## config.mk

```make
export PLATFORM = sky130hd
export DESIGN_NAME = sma_preprocess
export DESIGN_NICKNAME = d
export VERILOG_FILES = /design/src/rtl/trade_pkg.sv /design/src/rtl/sma_window.sv /design/src/rtl/sma_preprocess.sv
export SDC_FILE = /design/constraint.sdc
export NUM_CORES = 1
export LEC_CHECK = 0
export CAP_MARGIN = 15
export CORE_MARGIN = 2
export CORE_UTILIZATION = 45
export CTS_CLUSTER_DIAMETER = 40
export DETAILED_ROUTE_END_ITERATION = 10
export SETUP_SLACK_MARGIN = 0.02
export SLEW_MARGIN = 15
export SYNTH_ARGS = -nofsm -noshare
export SYNTH_HDL_FRONTEND = slang
export SYNTH_SLANG_ARGS = --single-unit
```

## constraint.sdc

```tcl
create_clock -name clk -period 3.5 [get_ports clk]
set_input_delay 0.875 -clock clk [delete_from_list [all_inputs] [get_ports clk]]
set_output_delay 0.875 -clock clk [all_outputs]
set_load 0.03 [all_outputs]
```

## src/rtl/trade_pkg.sv

```systemverilog
// Shared constants and types for the trading pipeline feature and decision stages.
package trade_pkg;

    localparam int unsigned DEF_DATA_W    = 8;
    localparam int unsigned DEF_SHORT_LEN = 4;
    localparam int unsigned DEF_LONG_LEN  = 16;

    // Mean-reversion decision stage trips when |short_sma - long_sma| exceeds this.
    localparam int unsigned DEF_DECISION_THRESH = 4;

    typedef logic [DEF_DATA_W-1:0] price_t;

    // Running-sum width that holds LEN full-scale samples without wrapping.
    function automatic int unsigned SUM_W(input int unsigned len,
                                          input int unsigned data_w = DEF_DATA_W);
        return data_w + $clog2(len);
    endfunction

endpackage

```

## src/rtl/sma_window.sv

```systemverilog
// One moving-average window: LEN-deep delay line, running sum and registered floor average.
module sma_window
    import trade_pkg::*;
#(
    parameter int unsigned DATA_W = DEF_DATA_W,
    parameter int unsigned LEN    = DEF_SHORT_LEN
) (
    input  logic              clk,
    input  logic              rst,
    input  logic              en,
    input  logic [DATA_W-1:0] din,
    output logic [DATA_W-1:0] avg
);

    localparam int unsigned SUM_WIDTH = SUM_W(LEN, DATA_W);
    localparam int unsigned LOG2_LEN  = $clog2(LEN);

    logic [DATA_W-1:0]    line_q [LEN];
    logic [DATA_W-1:0]    line_d [LEN];
    logic [SUM_WIDTH-1:0] sum_q;
    logic [SUM_WIDTH-1:0] sum_d;
    logic [DATA_W-1:0]    avg_q;
    logic [DATA_W-1:0]    avg_d;

    // The intermediate sum may wrap, but the final value always fits, so modular math is exact.
    always_comb begin
        line_d = line_q;
        sum_d  = sum_q;
        avg_d  = avg_q;
        if (en) begin
            line_d[0] = din;
            for (int i = 1; i < int'(LEN); i++) begin
                line_d[i] = line_q[i-1];
            end
            sum_d = sum_q + SUM_WIDTH'(din) - SUM_WIDTH'(line_q[LEN-1]);
            avg_d = sum_d[SUM_WIDTH-1:LOG2_LEN];
        end
    end

    always_ff @(posedge clk) begin
        if (rst) begin
            line_q <= '{default: '0};
            sum_q  <= '0;
            avg_q  <= '0;
        end else begin
            line_q <= line_d;
            sum_q  <= sum_d;
            avg_q  <= avg_d;
        end
    end

    assign avg = avg_q;

endmodule

```

## src/rtl/sma_preprocess.sv

```systemverilog
// Feature stage: short/long SMAs of the price stream with a strobe once the long window is full.
module sma_preprocess
    import trade_pkg::*;
#(
    parameter int unsigned DATA_W    = DEF_DATA_W,
    parameter int unsigned SHORT_LEN = DEF_SHORT_LEN,
    parameter int unsigned LONG_LEN  = DEF_LONG_LEN
) (
    input  logic              clk,
    input  logic              rst,
    input  logic [DATA_W-1:0] price_in,
    input  logic              price_valid,
    output logic [DATA_W-1:0] short_sma,
    output logic [DATA_W-1:0] long_sma,
    output logic [DATA_W-1:0] current_data,
    output logic              data_valid_pre,
    output logic              warm
);

    localparam int unsigned CNT_W = $clog2(LONG_LEN + 1);

    logic              accept_c;
    logic [CNT_W-1:0]  cnt_q;
    logic [CNT_W-1:0]  cnt_d;
    logic              warm_q;
    logic              warm_d;
    logic              dvp_q;
    logic              dvp_d;
    logic [DATA_W-1:0] cur_q;
    logic [DATA_W-1:0] cur_d;

    assign accept_c = price_valid;

    sma_window #(
        .DATA_W (DATA_W),
        .LEN    (SHORT_LEN)
    ) u_short (
        .clk (clk),
        .rst (rst),
        .en  (accept_c),
        .din (price_in),
        .avg (short_sma)
    );

    sma_window #(
        .DATA_W (DATA_W),
        .LEN    (LONG_LEN)
    ) u_long (
        .clk (clk),
        .rst (rst),
        .en  (accept_c),
        .din (price_in),
        .avg (long_sma)
    );

    // Fill counter saturates at LONG_LEN; the strobe fires for every accept once full.
    always_comb begin
        cnt_d  = cnt_q;
        warm_d = warm_q;
        dvp_d  = 1'b0;
        cur_d  = cur_q;
        if (accept_c) begin
            if (cnt_q != CNT_W'(LONG_LEN)) begin
                cnt_d = cnt_q + CNT_W'(1);
            end
            cur_d = price_in;
            if (cnt_d == CNT_W'(LONG_LEN)) begin
                warm_d = 1'b1;
                dvp_d  = 1'b1;
            end
        end
    end

    always_ff @(posedge clk) begin
        if (rst) begin
            cnt_q  <= '0;
            warm_q <= 1'b0;
            dvp_q  <= 1'b0;
            cur_q  <= '0;
        end else begin
            cnt_q  <= cnt_d;
            warm_q <= warm_d;
            dvp_q  <= dvp_d;
            cur_q  <= cur_d;
        end
    end

    assign current_data   = cur_q;
    assign data_valid_pre = dvp_q;
    assign warm           = warm_q;

endmodule

```

==> results of run 1 <==
per-stage QoR:
stage	hold WS [ns]	setup TNS (ns)	cell area, um^2	util [%]	power, mW
final	0.466	0	8410	52.5	5.32
after floorplan	0.454	0	7400	-	3.13
after detailed placement	0.451	-1.20	7820	48.9	3.52
after global routing	0.496	0	8410	52.5	5.65
after global placement	0.437	-0.791	7820	48.9	3.48
after CTS	0.469	0	8410	52.5	5.37
state kept, by name, summed over array words and instances (netlist names):
| signal | cells |
|---|---|
| u_short.avg | 8 |
| data_valid_pre | 1 |
| u_long.line_q | 96 |
| warm | 1 |
| u_long.avg | 8 |
| u_long.sum_q | 4 |
| u_short.sum_q | 2 |
| u_short.line_q | 32 |
| cnt_q | 5 |
layout make-up:
type | count | area (um^2)
sequential | 157 | 3140
clock inverter | 14 | 151
multi-input combinational | 488 | 3600
fill | 1503 | 7590
tap | 216 | 270
timing repair buffer | 58 | 539
clock buffer | 18 | 439
inverter | 71 | 267
power by group through the flow:
stage          clock (mW)  combinational (mW)  sequential, mW
6_report             1.82                1.54            1.96
5_1_grt              1.96                1.72            1.97
4_1_cts              1.87                1.54            1.96
3_5_place_dp            0                1.52            2.00
3_3_place_gp            0                1.48            1.99
2_1_floorplan           0                1.17            1.96
critical path, cell delays in order:
cell and delay (ns):
sky130_fd_sc_hd__clkdlybuf4s50_1 0.52, sky130_fd_sc_hd__inv_1 0.11, sky130_fd_sc_hd__fa_1 0.60, sky130_fd_sc_hd__inv_1 0.06, sky130_fd_sc_hd__ha_1 0.29, sky130_fd_sc_hd__a211oi_1 0.07
sky130_fd_sc_hd__buf_4 0.14, sky130_fd_sc_hd__o21ai_1 0.19, sky130_fd_sc_hd__buf_4 0.16, sky130_fd_sc_hd__a21oi_1 0.05, sky130_fd_sc_hd__nor4bb_1 0.32, sky130_fd_sc_hd__o311ai_1 0.15
layout by cell type (no fill, tap or decap), types with 3 or more instances in the layout:
cell	Yosys	final
sky130_fd_sc_hd__a211oi_1	8	8
sky130_fd_sc_hd__a21o_1	3	3
sky130_fd_sc_hd__a21oi_1	19	19
sky130_fd_sc_hd__a21oi_2	3	3
sky130_fd_sc_hd__a31oi_1	4	4
sky130_fd_sc_hd__and3_1	6	6
sky130_fd_sc_hd__buf_4	24	22
sky130_fd_sc_hd__clkbuf_16	0	17
sky130_fd_sc_hd__clkdlybuf4s50_1	0	34
sky130_fd_sc_hd__clkinv_4	0	3
sky130_fd_sc_hd__dfxtp_1	157	157
sky130_fd_sc_hd__fa_1	16	16
sky130_fd_sc_hd__ha_1	24	24
sky130_fd_sc_hd__inv_1	71	71
sky130_fd_sc_hd__inv_6	0	4
sky130_fd_sc_hd__inv_8	0	3
sky130_fd_sc_hd__mux2i_1	136	136
sky130_fd_sc_hd__nand2_1	17	17
sky130_fd_sc_hd__nand3_1	12	12
sky130_fd_sc_hd__nand4_1	6	6
sky130_fd_sc_hd__nor2_1	146	146
sky130_fd_sc_hd__nor2b_1	3	3
sky130_fd_sc_hd__nor3_1	12	12
sky130_fd_sc_hd__nor4_1	5	5
sky130_fd_sc_hd__nor4b_1	3	3
sky130_fd_sc_hd__o211ai_1	7	7
sky130_fd_sc_hd__o21a_1	3	3
sky130_fd_sc_hd__o21ai_0	9	9
sky130_fd_sc_hd__o21ai_1	3	3
sky130_fd_sc_hd__o311ai_1	4	4
sky130_fd_sc_hd__or3_1	4	4
sky130_fd_sc_hd__xnor2_1	5	5
sky130_fd_sc_hd__xor2_1	3	3
synthesized netlist by cell type, types with 2 or more instances:
cell type	count
sky130_fd_sc_hd__a2111oi_0	2
sky130_fd_sc_hd__a211oi_1	8
sky130_fd_sc_hd__a21o_1	3
sky130_fd_sc_hd__a21oi_1	19
sky130_fd_sc_hd__a21oi_2	3
sky130_fd_sc_hd__a31oi_1	4
sky130_fd_sc_hd__and2_1	2
sky130_fd_sc_hd__and3_1	6
sky130_fd_sc_hd__buf_2	37
sky130_fd_sc_hd__buf_4	24
sky130_fd_sc_hd__clkbuf_1	5
sky130_fd_sc_hd__dfxtp_1	157
sky130_fd_sc_hd__fa_1	16
sky130_fd_sc_hd__ha_1	24
sky130_fd_sc_hd__inv_1	71
sky130_fd_sc_hd__mux2i_1	136
sky130_fd_sc_hd__nand2_1	17
sky130_fd_sc_hd__nand2b_1	2
sky130_fd_sc_hd__nand3_1	12
sky130_fd_sc_hd__nand4_1	6
sky130_fd_sc_hd__nor2_1	146
sky130_fd_sc_hd__nor2b_1	3
sky130_fd_sc_hd__nor3_1	12
sky130_fd_sc_hd__nor4_1	5
sky130_fd_sc_hd__nor4b_1	3
sky130_fd_sc_hd__nor4bb_1	2
sky130_fd_sc_hd__o2111ai_1	2
sky130_fd_sc_hd__o211ai_1	7
sky130_fd_sc_hd__o211ai_2	2
sky130_fd_sc_hd__o21a_1	3
sky130_fd_sc_hd__o21ai_0	9
sky130_fd_sc_hd__o21ai_1	3
sky130_fd_sc_hd__o311ai_1	4
sky130_fd_sc_hd__or3_1	4
sky130_fd_sc_hd__xnor2_1	5
sky130_fd_sc_hd__xor2_1	3
worst max-delay path by stage:
stage	slack, ns	cells past startpoint	to
final	0.24	12	u_short.avg[7]
after global routing	0.04	10	u_long.avg[7]
after CTS	0.28	10	u_long.avg[2]
after detailed placement	-0.17	10	u_long.avg[2]
after global placement	-0.12	10	u_long.avg[7]
after floorplan	0.57	9	u_short.avg[7]
cells by family (layout without fill, tap and decap cells):
kind of cell / count (synthesis) / in the layout
flops: 157 / 157
compound gates: 81 / 81
simple gates: 223 / 223
fa+ha+maj: 40 / 40
xor+xnor: 8 / 8
mux: 136 / 136
buf+inv: 138 / 161
per-layer routing:
metal	up-vias	global-route usage [%]	share of wire [%]
met5	-	0	0
met4	0	6.27	1.7
met3	17	4.23	3.7
met2	90	25.0	46
met1	2420	21.4	49
li1	2655	-	-
==> metrics.yaml, run 1 <==
clock_tree:
  root_buffer: "sky130_fd_sc_hd__clkbuf_16"
  worst_skew_pair.late_latency_ns: 0.43
  clock_tree.htree_level_count: 4
  cts_made_buffers: 17
  post-cts-setup-buffer-count: 0
  post_cts_hold_buffer_count: 0
  number_of_clock_sinks_seen_by_cts: 157
  post_cts.resized_instances: 0
  tritoncts: "yes"
  clockBufferDepth: 2
  cts.clk_slew.worst_paths_ns: 0.07
global_routing:
  gr-total-overflow: 0
  number_of_antenna_violations_at_the_first_check_in_global_routing: 0
  grt_util_all_layers_pct: 16.1
  pin_count_of_the_biggest_net_entering_global_routing: 86
  grt_pass1_wl_mm: 23.0
  grt_pass1_vias: 4862
worst_setup_path:
  worst-r2r-setup-slack_ns: 0.94
  worstSetupStartpoint: "price_in[1]"
  setup.worst_path.start_class: "input pin"
  r2r_end: "u_short.avg[6]"
  cp_data_arrival_time_ns: 3.54
  required_ns: 3.78
  ff2ff_path_depth: 11
  worst_r2r_startpoint: "u_short.sum_q[0]"
  highest_fanout_seen_on_the_critical_path: 3
  worstSetupPathType: "input pin to flip-flop"
  setup.worst_path.end_class: "flip-flop"
route:
  routed_wirelength_mm: 13.5
  avgRoutedWirePerCell_um: 13.2
  first_iter_violations: 257
  detail_route.drc_violations: 0
  num_vias: 5182
  post_drt_via_cell_ratio: 5.07
  drt_pass1_iterations: 7
  ant_nets: 0
worst_hold_path:
  hp-start: "warm"
  min_path_cells: 1
  hold_end: "warm"
  hp-class: "flip-flop to flip-flop"
run:
  cap_viol_max_count: 0
finish:
  post_layout_nonfiller_instances: 1022
  final_layout_size_suffix_gt1_share_pct: 7.94
  design.final.nets: 844
  area.growth.synth_to_final_pct: 13.7
  insertedDiodeCount: 0
timing:
  final_max_slew_viol_count: 0
  finalWorstSetupSlack_ns: 0.240
  grt_setup_unrepaired: "false"
  max_slew_margin_pct: 50.7
  finalSetupViolCount: 0
  min_period_over_period_pct: 93.1
  finClkSkew_ns: 0.00964
  fmax_ghz: 0.307
  post-route-min-period_ns: 3.26
  slew_worst_pin_ns: 0.740
  finalHoldViolCount: 0
power_and_ir_drop:
  p_int_mw: 3.55
  net-switching-power_mw: 1.77
  power.share.clock_pct: 34.2
  power.density_nw_per_um2: 633
  pwr-share-seq_pct: 36.8
  sw_frac_of_total_pct: 33.3
  power_share_of_the_combinational_group_pct: 29.0
  ir_drop_worst_case_vdd_mv: 0.353
  power.static_leakage_nw: 3.72
yosys:
  syn-cell-area_um2: 7400
  ys_top_cells_by_area: "sky130_fd_sc_hd__dfxtp_1 (42%), sky130_fd_sc_hd__mux2i_1 (18%), sky130_fd_sc_hd__nor2_1 (7.4%)"
  ys.warnings.count: 0
  number_of_enable_type_register_cells_in_the_synthesized_netlist: 0
  synth_async_sr_flop_share_pct: 0
  proportion_of_synthesized_area_in_mux_cells_pct: 18.4
  synthFlopType: "sky130_fd_sc_hd__dfxtp_1"
  synth-simple-area-share_pct: 13.3
  synthesized_area_fraction_occupied_by_xor_and_xnor_cells_pct: 0.947
  avgSynthCellArea_um2: 9.45
  synthesized_area_fraction_occupied_by_ao_oa_aoi_and_oai_cells_pct: 7.65
  yosys.area_share.adder_pct: 8.39
  synth_top_family_by_area: "multiplexers"
  synth_fp_nets: 834
  synth_cell_types: 52
  yosys.area.top_type: "sky130_fd_sc_hd__dfxtp_1"
  yosys.area.top_type_share_pct: 42.5
  synthesis.instances: 783
  ys_ff_latch: 157
  synth_sequential_area_ratio_pct: 42.5
floorplanning:
  die_w_um: 132
  floorplan.die_area_um2: 17500
  coreArea_um2: 16000
  dieHeight_um: 132
  io-pin-count: 37
  core.rowCount: 46
  initial_standard_cell_utilization_of_the_core_pct: 46.2
run_status:
  outcome: "completed"
place:
  dp_cells: 990
  place_hpwl_mm: 9.13
  dp_worst_setup_slack_ns: -0.175
  place.gp.congestion: 0.849
  buffer_ports.inserted: 36
Note: power is estimated with default switching activity, not from simulation.
==> run 2, diff against run 1 <==
- CTS_BUF_LIST: unset -> sky130_fd_sc_hd__clkbuf_8
==> run 2 against run 1 <==
  * Die area is the same
  * Register-to-register slack is essentially flat
  * Utilization shrank 1.2 points
  * Total power shrank 9.0%
  * Flip-flop and latch count is the same
  * Global-route usage shrank 0.13 points
  * Via count shrank 0.23%
  * Wire length shrank 1.2%
  * Cell area shrank 2.3%
  * Clock skew grew 0.0055 ns
  * Maximum frequency grew 0.29%
==> metrics.yaml, run 2 (synthesized netlist as in run 1, its figures left out) <==
finish:
  largest_reg_flops: 96
  area.growth.synth_to_final_pct: 11.1
  multiInputGateArea_um2: 3600
  biggestRegsByFlops: "u_long.line_q (96), u_short.line_q (32)"
  fillCellCount: 1532
  most_common_cell_after_layout_fill_and_taps_aside: "sky130_fd_sc_hd__dfxtp_1"
  largest-register: "u_long.line_q"
  insertedDiodeCount: 0
  design.final.nets: 844
  layout.cells.most_common_list: "sky130_fd_sc_hd__dfxtp_1 (157), sky130_fd_sc_hd__nor2_1 (146), sky130_fd_sc_hd__mux2i_1 (136), sky130_fd_sc_hd__inv_1 (71), sky130_fd_sc_hd__clkdlybuf4s50_1 (34)"
  layout.area.seq_um2: 3140
  final_layout_size_suffix_gt1_share_pct: 7.94
clock_tree:
  clock_tree.htree_level_count: 4
  post_cts.resized_instances: 0
  tritoncts: "yes"
  post_cts_hold_buffer_count: 0
  worst_skew_pair.late_latency_ns: 0.47
  post-cts-setup-buffer-count: 0
  cts_made_buffers: 17
  number_of_clock_sinks_seen_by_cts: 157
  cts.clk_slew.worst_paths_ns: 0.10
  clockBufferDepth: 2
  root_buffer: "sky130_fd_sc_hd__clkbuf_8"
global_routing:
  grt_pass1_wl_mm: 22.7
  pin_count_of_the_biggest_net_entering_global_routing: 86
  number_of_antenna_violations_at_the_first_check_in_global_routing: 0
  grt_util_all_layers_pct: 16.0
  gr-total-overflow: 0
  grt_pass1_vias: 4823
worst_setup_path:
  setup.worst_path.end_class: "flip-flop"
  highest_fanout_seen_on_the_critical_path: 3
  cp_data_arrival_time_ns: 3.62
  required_ns: 3.87
  cell_at_the_slowest_stage_of_the_critical_path: "sky130_fd_sc_hd__fa_1"
  worstSetupPathType: "input pin to flip-flop"
  setup.worst_path.start_class: "input pin"
  path_cells: "clkdlybuf4s50_1 > inv_1 > fa_1 > inv_1 > fa_1 > a21oi_2 > o211ai_2 > a2111oi_0 > a31oi_1 > o311ai_1"
  max_stage_delay_ns: 0.54
power_and_ir_drop:
  power.density_nw_per_um2: 589
  finalPower_mw: 4.84
  ir_drop_worst_case_vdd_mv: 0.291
  power.static_leakage_nw: 3.64
floorplanning:
  core.rowCount: 46
  initial_standard_cell_utilization_of_the_core_pct: 46.2
  die_w_um: 132
  floorplan.die_area_um2: 17500
  io-pin-count: 37
  coreArea_um2: 16000
  dieHeight_um: 132
route:
  avgRoutedWirePerCell_um: 13.0
  ant_nets: 0
  detail_route.drc_violations: 0
  post_drt_via_cell_ratio: 5.06
  wirelength_met1_mm: 6.46
  routed_wirelength_mm: 13.3
  highest-signal-layer: "met4"
  first_iter_violations: 283
  route.met3.wl_um: 557
  wl_met2_mm: 5.98
  num_vias: 5170
  drt_pass1_iterations: 4
timing:
  finalSetupViolCount: 0
  slew_worst_pin_ns: 0.737
  max_slew_margin_pct: 50.9
  finClkSkew_ns: 0.0152
  post-route-min-period_ns: 3.25
  grt_setup_unrepaired: "false"
  finalHoldViolCount: 0
  min_period_over_period_pct: 92.9
  final_max_slew_viol_count: 0
  hold_ws_ns: 0.472
  fmax_ghz: 0.308
run_status:
  outcome: "completed"
run:
  cap_viol_max_count: 0
worst_hold_path:
  hp-class: "flip-flop to flip-flop"
place:
  place_hpwl_mm: 9.13
  place.gp.congestion: 0.849
  buffer_ports.inserted: 36
## run 2: cell count changes in the layout (fill, tap and decap cells not counted)
cell                        previous run  this run
sky130_fd_sc_hd__clkbuf_16            17         0
sky130_fd_sc_hd__clkbuf_8              2        19
## run 2: per-stage QoR
| stage | utilization [%] | cell area (um^2) | worst slack [ns] | instances | setup TNS [ns] |
|---|---|---|---|---|---|
| floorplan | - | 7400 | 0.567 | 783 | 0 |
| global placement | 48.9 | 7820 | -0.118 | 990 | -0.791 |
| detailed placement | 48.9 | 7820 | -0.175 | 990 | -1.20 |
| CTS | 51.4 | 8220 | 0.310 | 1022 | 0 |
| global route | 51.4 | 8220 | 0.0913 | 1022 | 0 |
| finish | 51.4 | 8220 | 0.250 | 1022 | 0 |
## run 2: cell type report
class | count | area share [%]
Clock inverter | 14 | 1.84
Inverter | 71 | 3.24
Sequential cell | 157 | 38.3
Clock buffer | 18 | 3.02
Tap cell | 216 | 3.29
Timing Repair Buffer | 58 | 6.56
Multi-Input combinational cell | 488 | 43.8
## run 2: worst paths after layout
kind / slack, ns / to / cells after the start / from
worst max-delay path: 0.25 / u_long.avg[2] / 10 / price_in[1]
worst min register to register: 0.47 / warm / 1 / warm
worst min-delay path: 0.47 / warm / 1 / warm
worst max register to register: 0.93 / u_short.avg[6] / 9 / u_short.avg[0]
## run 2: metal layers
metal | vias to the layer above | GRT usage [%]
li1 | 2652 | -
met1 | 2402 | 21.2
met2 | 96 | 24.2
met3 | 20 | 4.46
met4 | 0 | 7.23
met5 | - | 0
## run 2: worst max-delay path, delay by kind of cell
family,cells,cell delay (ns)
AO/OA/AOI/OAI,5,1.02
adder cells (fa/ha/maj),2,1.02
buffers and inverters,3,0.70
## run 2: report_power, final
part           total, mW  internal [mW]  switching (mW)  leakage [nW]
Clock               1.35          0.610           0.739         0.207
Combinational       1.54          0.647           0.891          2.16
Sequential          1.95           1.87          0.0802          1.27
Total               4.84           3.13            1.71          3.64
==> run 3, diff against run 2 <==
- CTS_BUF_LIST: sky130_fd_sc_hd__clkbuf_8 -> unset
- CTS_CLUSTER_DIAMETER: 40 -> unset
==> results of run 3 <==
No change in the layout: final DEF, timing and power equal those of run 1.
